File: src/rtl/btn_event_arbiter_if.sv
// UART TX handshake between the button event arbiter (master) and the transmitter (slave).
interface btn_event_arbiter_if;
    logic       tx_start;
    logic [7:0] tx_data;
    logic       tx_busy;

    modport master (output tx_start, output tx_data, input tx_busy);
    modport slave  (input tx_start, input tx_data, output tx_busy);
endinterface

File: src/rtl/btn_event_arbiter.sv
// Queues one press event per button and sends P_BASE_CHAR+index over a shared UART TX, round-robin.
// Optional macro BTN_ARB_OVF_EN adds sticky per-button lost-press flags on port ovf.
module btn_event_arbiter #(
    parameter int         P_NUM_BTN     = 4,
    parameter logic [7:0] P_BASE_CHAR   = 8'h30,
    parameter int         P_ACK_TIMEOUT = 16
) (
    input  logic                 CLK,
    input  logic                 RST,
    input  logic [P_NUM_BTN-1:0] btn_pulse,
    btn_event_arbiter_if.master  tx,
    output logic [P_NUM_BTN-1:0] pending,
    output logic                 busy
`ifdef BTN_ARB_OVF_EN
    ,
    output logic [P_NUM_BTN-1:0] ovf
`endif
);

    localparam int PW = $clog2(P_NUM_BTN);
    localparam int CW = $clog2(P_ACK_TIMEOUT);

    typedef enum logic [1:0] {
        S_IDLE,
        S_LOAD,
        S_WAIT_ACK,
        S_WAIT_DONE
    } state_t;

    state_t               r_state;
    state_t               w_state_next;
    logic [P_NUM_BTN-1:0] r_pending;
    logic [PW-1:0]        r_rr_ptr;
    logic [PW-1:0]        r_grant;
    logic [7:0]           r_tx_data;
    logic [CW-1:0]        r_cnt;

    logic [PW-1:0]        w_grant;
    logic                 w_load;
    logic                 w_retry;
    logic                 w_tx_start;
    logic [P_NUM_BTN-1:0] w_clr;
    logic [P_NUM_BTN-1:0] w_rset;

    // Descending scan so the lowest offset from ptr is the last (winning) assignment.
    function automatic logic [PW-1:0] f_pick(input logic [P_NUM_BTN-1:0] req,
                                             input logic [PW-1:0] ptr);
        logic [PW-1:0] g;
        int            idx;
        g = ptr;
        for (int k = P_NUM_BTN - 1; k >= 0; k--) begin
            idx = int'(ptr) + k;
            if (idx >= P_NUM_BTN) idx = idx - P_NUM_BTN;
            if (req[idx]) g = PW'(idx);
        end
        return g;
    endfunction

    function automatic logic [PW-1:0] f_next(input logic [PW-1:0] g);
        int n;
        n = int'(g) + 1;
        if (n >= P_NUM_BTN) n = 0;
        return PW'(n);
    endfunction

    always_ff @(posedge CLK) begin
        if (RST) r_state <= S_IDLE;
        else     r_state <= w_state_next;
    end

    // NOTE: every comb output gets a default first so no path leaves it unassigned (no latch).
    always_comb begin
        w_state_next = r_state;
        w_load       = 1'b0;
        w_retry      = 1'b0;
        w_tx_start   = 1'b0;
        w_grant      = f_pick(r_pending, r_rr_ptr);
        case (r_state)
            S_IDLE: begin
                if ((|r_pending) && !tx.tx_busy) begin
                    w_load       = 1'b1;
                    w_state_next = S_LOAD;
                end
            end
            S_LOAD: begin
                w_tx_start   = 1'b1;
                w_state_next = S_WAIT_ACK;
            end
            S_WAIT_ACK: begin
                if (tx.tx_busy) begin
                    w_state_next = S_WAIT_DONE;
                end else if (r_cnt == CW'(P_ACK_TIMEOUT - 1)) begin
                    w_retry      = 1'b1;
                    w_state_next = S_IDLE;
                end
            end
            S_WAIT_DONE: begin
                if (!tx.tx_busy) w_state_next = S_IDLE;
            end
            default: w_state_next = S_IDLE;
        endcase
    end

    assign w_clr  = w_load  ? (P_NUM_BTN'(1) << w_grant) : '0;
    assign w_rset = w_retry ? (P_NUM_BTN'(1) << r_grant) : '0;

    // NOTE: sequential state uses non-blocking assignments so all registers update together.
    always_ff @(posedge CLK) begin
        if (RST) begin
            r_pending <= '0;
            r_rr_ptr  <= '0;
            r_grant   <= '0;
            r_tx_data <= '0;
            r_cnt     <= '0;
        end else begin
            // A press or retry on the clearing edge keeps the bit queued.
            r_pending <= (r_pending & ~w_clr) | btn_pulse | w_rset;
            if (w_load) begin
                r_grant   <= w_grant;
                r_rr_ptr  <= f_next(w_grant);
                r_tx_data <= P_BASE_CHAR + 8'(w_grant);
            end
            if (r_state == S_LOAD)
                r_cnt <= '0;
            else if (r_state == S_WAIT_ACK && !tx.tx_busy && !w_retry)
                r_cnt <= r_cnt + 1'b1;
        end
    end

`ifdef BTN_ARB_OVF_EN
    logic [P_NUM_BTN-1:0] r_ovf;

    always_ff @(posedge CLK) begin
        if (RST) r_ovf <= '0;
        else     r_ovf <= r_ovf | (btn_pulse & r_pending & ~w_clr);
    end

    assign ovf = r_ovf;
`endif

    assign tx.tx_start = w_tx_start;
    assign tx.tx_data  = r_tx_data;
    assign pending     = r_pending;
    assign busy        = (r_state != S_IDLE);

endmodule

File: src/flat_wrapper.sv
// flat-port wrapper written by rule: the top's interface ports become plain ports
module btn_event_arbiter_flat 
#(
    parameter int         P_NUM_BTN     = 4,
    parameter logic [7:0] P_BASE_CHAR   = 8'h30,
    parameter int         P_ACK_TIMEOUT = 16
)
  (CLK, RST, btn_pulse, pending, busy, tx_tx_start, tx_tx_data, tx_tx_busy);
  btn_event_arbiter_if tx_i ();
  input  logic CLK;
  input  logic RST;
  input  logic [P_NUM_BTN-1:0] btn_pulse;
  output logic [P_NUM_BTN-1:0] pending;
  output logic busy;
  output wire logic [$bits(tx_i.tx_start)-1:0] tx_tx_start;
  output wire logic [$bits(tx_i.tx_data)-1:0] tx_tx_data;
  input wire logic [$bits(tx_i.tx_busy)-1:0] tx_tx_busy;
  assign tx_tx_start = tx_i.tx_start;
  assign tx_tx_data = tx_i.tx_data;
  assign tx_i.tx_busy = tx_tx_busy;
  btn_event_arbiter #(.P_NUM_BTN(P_NUM_BTN), .P_BASE_CHAR(P_BASE_CHAR), .P_ACK_TIMEOUT(P_ACK_TIMEOUT)) u_core (.CLK(CLK), .RST(RST), .btn_pulse(btn_pulse), .tx(tx_i), .pending(pending), .busy(busy));
endmodule
File: config.mk
export PLATFORM = sky130hd
export DESIGN_NAME = btn_event_arbiter_flat
export DESIGN_NICKNAME = d
export VERILOG_FILES = /design/src/rtl/btn_event_arbiter_if.sv /design/src/rtl/btn_event_arbiter.sv /design/src/flat_wrapper.sv
export SDC_FILE = /design/constraint.sdc
export NUM_CORES = 1
export LEC_CHECK = 0
export CORE_UTILIZATION = 53
export CTS_CLUSTER_DIAMETER = 150
export CTS_CLUSTER_SIZE = 16
export DETAILED_ROUTE_END_ITERATION = 7
export DONT_BUFFER_PORTS = 1
export PLACE_DENSITY = 0.82
export SKIP_CTS_REPAIR_TIMING = 1
export SYNTH_ARGS = -nofsm -noshare
export SYNTH_HDL_FRONTEND = slang
export SYNTH_SLANG_ARGS = --single-unit
File: constraint.sdc
create_clock -name CLK -period 1.6 [get_ports CLK]
set_clock_uncertainty 0.15 [all_clocks]
set_input_delay 0.32 -clock CLK [delete_from_list [all_inputs] [get_ports CLK]]
set_output_delay 0.32 -clock CLK [all_outputs]
set_load 0.02 [all_outputs]
# After elaboration in Yosys (flattened, before gate mapping)
# Cells that the tools add are included.
# W data, S select, Z words.
dict set report word_totals {
  wordCells 82
  reg_bits 22
  output_inout_bits 14
  input_bits 7
}
dict set report op_classes {
  shift 2
  n_eq_ne 7
  add_sub_neg 10
  n_lt_le_gt_ge 9
  mux 34
  bitwise_logic 4
  n_reduce_logical 10
}
# operator n
set ops {}
lappend ops {{$lt A32 B4 Y1 const B} 4}
lappend ops {{$mux W32} 4}
lappend ops {{$ge A32 B4 Y1 const B} 3}
lappend ops {{$sub A32 B4 Y32 const B} 3}
lappend ops {{$mux W2} 9}
lappend ops {{$mux W1} 14}
lappend ops {{$bmux W1 S2} 4}
lappend ops {{$mux W4} 2}
lappend ops {{$or A4 B4 Y4} 2}
lappend ops {{$pmux W2 S4} 1}
lappend ops {{$shl A1 B2 Y4 const A} 2}
lappend ops {{$add A6 B2 Y7 const A} 1}
lappend ops {{$add A2 B1 Y3 const B} 2}
lappend ops {{$add A2 B2 Y3 const B} 2}
lappend ops {{$add A4 B1 Y4 const B} 1}
lappend ops {{$and A4 B4 Y4} 1}
lappend ops {{$eq A2 B2 Y1 const B} 2}
lappend ops {{$eq A4 B4 Y1 const B} 1}
lappend ops {{$not A4 Y4} 1}
lappend ops {{$reduce_or A4 Y1} 1}
lappend ops {{$sub A2 B3 Y4 const B} 1}
lappend ops {{$ge A2 B3 Y1 const B} 1}
lappend ops {{$ge A3 B3 Y1 const B} 1}
lappend ops {{$logic_and A1 B1 Y1} 3}
lappend ops {{9 further kinds} 10}

# Longest topological paths before layout
dict set report logic_depth {
  depth_word 16
  ltp_mapped 9
  depth_no_buf 8
}

# Worst setup path before layout
# OpenSTA, ideal clock, no wires.
dict set report synth_timing {
  kind {reg-to-reg}
  from {register u_core.r_pending[2], in the netlist u_core.pending[2]}
  to {register u_core.r_pending[0], in the netlist u_core.pending[0]}
  setup_ns 0.132
  n_path_buf 0
  path_slack_ns -0.242
  arrival_time_ns 1.560
  path_stages_with_launch 9
  required_ns 1.318
  synth_period_minus_slack_ns 1.842
  cell_sequence {dfxtp_1 nor2_1 a211o_1 o211a_1 inv_1 ha_1 nand2_1 a21oi_1 a21oi_1}
}
dict set report synth_via {
  elab_chain_cells 13
  word_cells_on_any_way 26
  classes_between {1 x shift; 19 x mux; 4 x bitwise; 2 x reduce/logical}
}
# element line
set synth_rtl {}
lappend synth_rtl {{start, declared} btn_event_arbiter.sv:32} ;# logic [P_NUM_BTN-1:0] r_pending;
lappend synth_rtl {{start signal, assigned} btn_event_arbiter.sv:117} ;# r_pending <= (r_pending & ~w_clr) | btn_pulse | w_rset;
lappend synth_rtl {{$bmux W1 S2} btn_event_arbiter.sv:54} ;# if (req[idx]) g = PW'(idx);
lappend synth_rtl {{$mux W1 (implied by the code) (2 in a row)} btn_event_arbiter.sv:54}
lappend synth_rtl {{$mux W2 (3 in a row)} btn_event_arbiter.sv:54}
lappend synth_rtl {{$mux W2 *} btn_event_arbiter.sv:54}
lappend synth_rtl {{net u_core.w_grant[0]} btn_event_arbiter.sv:38} ;# logic [PW-1:0] w_grant;
lappend synth_rtl {{$shl A1 B2 Y4 *} btn_event_arbiter.sv:104} ;# assign w_clr = w_load ? (P_NUM_BTN'(1) << w_grant) : '0;
lappend synth_rtl {{$mux W4 *} btn_event_arbiter.sv:104}
lappend synth_rtl {{$not A4 Y4 *} btn_event_arbiter.sv:117}
lappend synth_rtl {{$and A4 B4 Y4 *} btn_event_arbiter.sv:117}
lappend synth_rtl {{$or A4 B4 Y4 * (2 in a row)} btn_event_arbiter.sv:117}
# Mark *: on every way through the listed nets, which the timed path passes. The rest lies on a longest branch. The select of a mux whose other input is x is not followed.
# A chain may end at the register's enable or synchronous reset.

# Worst setup path in the final report
dict set report layout_timing {
  from {register u_core.r_pending[2], in the netlist u_core.pending[2]}
  to {register u_core.r_pending[2], in the netlist u_core.pending[2]}
}
# The elaborated chain is that of the path after synthesis.

==> results by group <==
Floorplanning
  – Die area: 1730 um2
  – Number of standard-cell rows in the floorplan: 13
  – Effective utilization at floorplan: 0.602
  – Die width: 41.6 um
  – Core region area: between 1000 and 1500 um2
  – Chip height: 41.6 um
  – I/O pin total: 21

Run status
  – Violations in the final reports: hold timing, setup timing
  – Result of the run: complete, but fails checks

Timing
  – Min Clock Period, post-route: 1.67 ns
  – Pins Over Slew Limit: 0
  – Share of the clock period used by the worst path: 1.05
  – Unrepaired setup endpoints after global routing: true
  – Final hold vios: 11
  – Worst-case setup margin in the final layout: -0.0721 ns
  – Final setup fails: 5
  – Post-route worst hold slack: -0.0733 ns
  – Setup TNS: -0.194 ns
  – Fmax achieved: 0.598 GHz

Setup path
  – Slowest stage cell, crit path: dfxtp_4
  – Data arrival, critical path: ~1.7 ns
  – Nature of the critical path startpoint: flop
  – Cells along the critical path: nor2_4 > a211o_1 > o211a_4 > inv_4 > ha_2 > nand2_2 > a21oi_2 > a21oi_1
  – Combined buffer and inverter count along the critical path: 1
  – Crit-path leading delay family: compound AO/OA/AOI/OAI gates
  – Maximum fanout along the worst path: 6
  – Reg-to-reg slack, setup: -0.07 ns
  – Endpoint kind of the worst setup timing path: flop
  – Data required time at the worst endpoint: between 1.5 and 2 ns
  – Crit path kind: flop to flop
  – Largest incremental delay on the critical path: 0.41 ns

Yosys
  – Biggest area consumer among synthesized cells: dfxtp_1
  – Count of yosys warnings during synthesis: 0
  – Adder-Cell Fraction of Synth Area: 0.0752
  – Synth Cell Area: 832 um2
  – Area contributors post-synth: dfxtp_1, a21oi_1, ha_1
  – Share of synthesized area spent on multiplexers: 0
  – Post-Synth XOR/XNOR Area: 0.0211
  – Cell count after synthesis: 101
  – Area share of and/or/nand/nor cells after synthesis: 0.257
  – Number of register bits inferred by synthesis: 15
  – Count of cell types in the netlist: 30
  – Portion of the post-synthesis area used by sequential elements: 0.361
  – Syn avg cell area: approximately 8.2 um2
  – Post-synthesis compound-gate area fraction: 0.200
  – Main combinational cell family by area after synthesis: simple AND/OR/NAND/NOR gates
  – Share of the synthesized area in the top cell type: 0.361

Global routing
  – Total overflow reported by the global router: 0
  – Total track usage: 0.225
  – Largest net degree at the start of global routing: 14
  – Number of antenna violations at the first check in global routing: 0
  – Global-route wire length before repair: approximately 3000 um
  – Via count of the first global-routing pass: 741

Power
  – Static leakage: about 0.45 nW
  – Seq pwr share: 0.451
  – Switching Fraction: 0.347
  – Net load switching power: 0.000353 W
  – Clock power frac: 0.212
  – Cell-internal power: about 0.00066 W
  – Combinational power share: 0.338
  – Cell Pwr Density: 928 nW/um2
  – Max VDD drop: 0.677 mV

CTS
  – Number of clock sinks seen by CTS: 15
  – Clock latency on the worst-skew pair: 0.28 ns
  – Longest Clk Path Bufs: 2
  – Clock Pin Slew Worst Setup and Hold Paths: roughly 0.090 ns
  – Clk root buf: clkbuf_4
  – Number of buffers inserted during clock tree synthesis: 3
  – Number of H-tree branching levels: 1
  – CTS tree: yes

Final layout
  – Area growth syn-to-layout: 31.9%
  – Count of inserted antenna diode cells: 0
  – Non-filler instance count after layout: 134
  – Layout net count: 132
  – Area of the multi-input gates: 572 um2
  – Area taken by flip-flops and latches: 317 um2
  – Summed area of non-filler cells in the final layout: roughly 1100 um2
  – Fillers: 86
  – Core Util, Final: 0.794
  – Ratio of cells with drive above 1 in the final layout: 0.395

Placed design
  – Placed Instance Area: 950 um2
  – Port Buffers: 0
  – Placed cell count: 127
  – Placer congestion estimate: 0.869
  – Detailed Place HPWL: about 1400 um

Route
  – WL/cell: 14.3 um
  – Count of vias placed by the detailed router: 753
  – Drc violations: 0
  – WL final: 1910 um
  – DRT Pass-1 Iters: 4
  – Post-DRT Antenna Nets: 0
  – Detailed Route Iter0 Violations: 29
  – Routed via count divided by cell count: 5.62

Flow run
  – Max capacitance violation total: 0

Min path
  – Worst hold-check path type: input port to flop
[path summary, 6_finish.rpt]
check                    startpoint                 end  cells after the start
setup / recovery  u_core.pending[2]   u_core.pending[2]                      8
hold / removal                  RST  u_core.r_rr_ptr[1]                      1
setup reg to reg  u_core.pending[2]   u_core.pending[2]                      8
hold reg to reg     u_core.r_cnt[1]     u_core.r_cnt[1]                      2
[cells by family (layout without fill, tap and decap cells)]
logic type,count (synthesis),count (layout)
AO/OA/AOI/OAI,25,25
flip-flops,15,15
adder cells (fa/ha/maj),5,5
buffers and inverters,13,28
XOR/XNOR,2,2
other,1,4
AND/OR/NAND/NOR,40,40
[worst register-to-register path: cells and delay by family (launching register included)]
kind            cells  cell delay (ns)
compound gates      4             0.66
fa+ha+maj           1             0.18
buf+inv             1             0.07
flops               1             0.41
simple gates        2             0.10
[synthesized netlist by cell type]
master,n
dfxtp_1,15
a21oi_1,14
nor2_1,12
nand2_1,8
inv_1,6
buf_4,5
ha_1,5
nand3_1,4
nor2b_1,4
nor3_1,3
a211oi_1,2
and3_1,2
clkbuf_1,2
nand4b_1,2
xor2_1,2
a211o_1,1
a21boi_4,1
a311oi_1,1
a31oi_1,1
conb_1,1
nand3b_1,1
nand4_1,1
nor3b_4,1
o211a_1,1
o21a_1,1
o21ai_0,1
o31ai_1,1
o41ai_1,1
or2_2,1
or4b_1,1
[sequential cells by signal (all words and copies together) (netlist names)]
register,flops
u_core.pending,4
u_core.r_cnt,4
u_core.r_state,2
u_core.r_grant,1
u_core.tx.tx_data,2
u_core.r_rr_ptr,2
[through the flow]
stage / setup slack [ns] / hold WS (ns) / power, W
floorplan: -0.0135 / 0.274 / 0.000641
global placement: -0.00292 / 0.231 / 0.000705
detailed placement: -0.0663 / 0.233 / 0.000718
CTS: -0.0928 / -0.0741 / 0.000930
global route: -0.160 / -0.0897 / 0.00107
finish: -0.0721 / -0.0733 / 0.00102
[cell type report]
cell class / instances / share of cell area
timing repair buffer: 18 / 0.127
inverter: 6 / 0.0228
tap: 15 / 0.0171
clock buffer: 4 / 0.0239
multi-input combinational: 76 / 0.521
sequential: 15 / 0.288
[placed cells by master, fill, tap and decap left out, types with 2 or more instances in the layout]
cell / n
a211oi_1: 2
a21oi_1: 9
a21oi_2: 4
and3_1: 2
buf_4: 17
clkbuf_4: 3
conb_1: 4
dfxtp_1: 8
dfxtp_2: 4
dfxtp_4: 3
ha_1: 3
inv_1: 4
nand2_1: 7
nand3_1: 4
nand4b_1: 2
nor2_1: 11
nor2b_1: 3
nor3_1: 2
xor2_1: 2
[power by group through the flow]
stage | combinational (W) | clock, W | sequential, W
global placement | 0.000252 | 0 | 0.000454
detailed placement | 0.000262 | 0 | 0.000455
floorplan | 0.000176 | 0 | 0.000465
global route | 0.000373 | 0.000237 | 0.000464
finish | 0.000344 | 0.000215 | 0.000459
CTS | 0.000264 | 0.000219 | 0.000446
[layer usage]
metal,share of wire,track usage,vias up
met1,0.42,0.247,352
met3,0.024,0.0435,4
met2,0.53,0.400,16
li1,-,-,381
met5,0,0,-
met4,0.016,0.123,0
(Power assumes the default switching activity.)
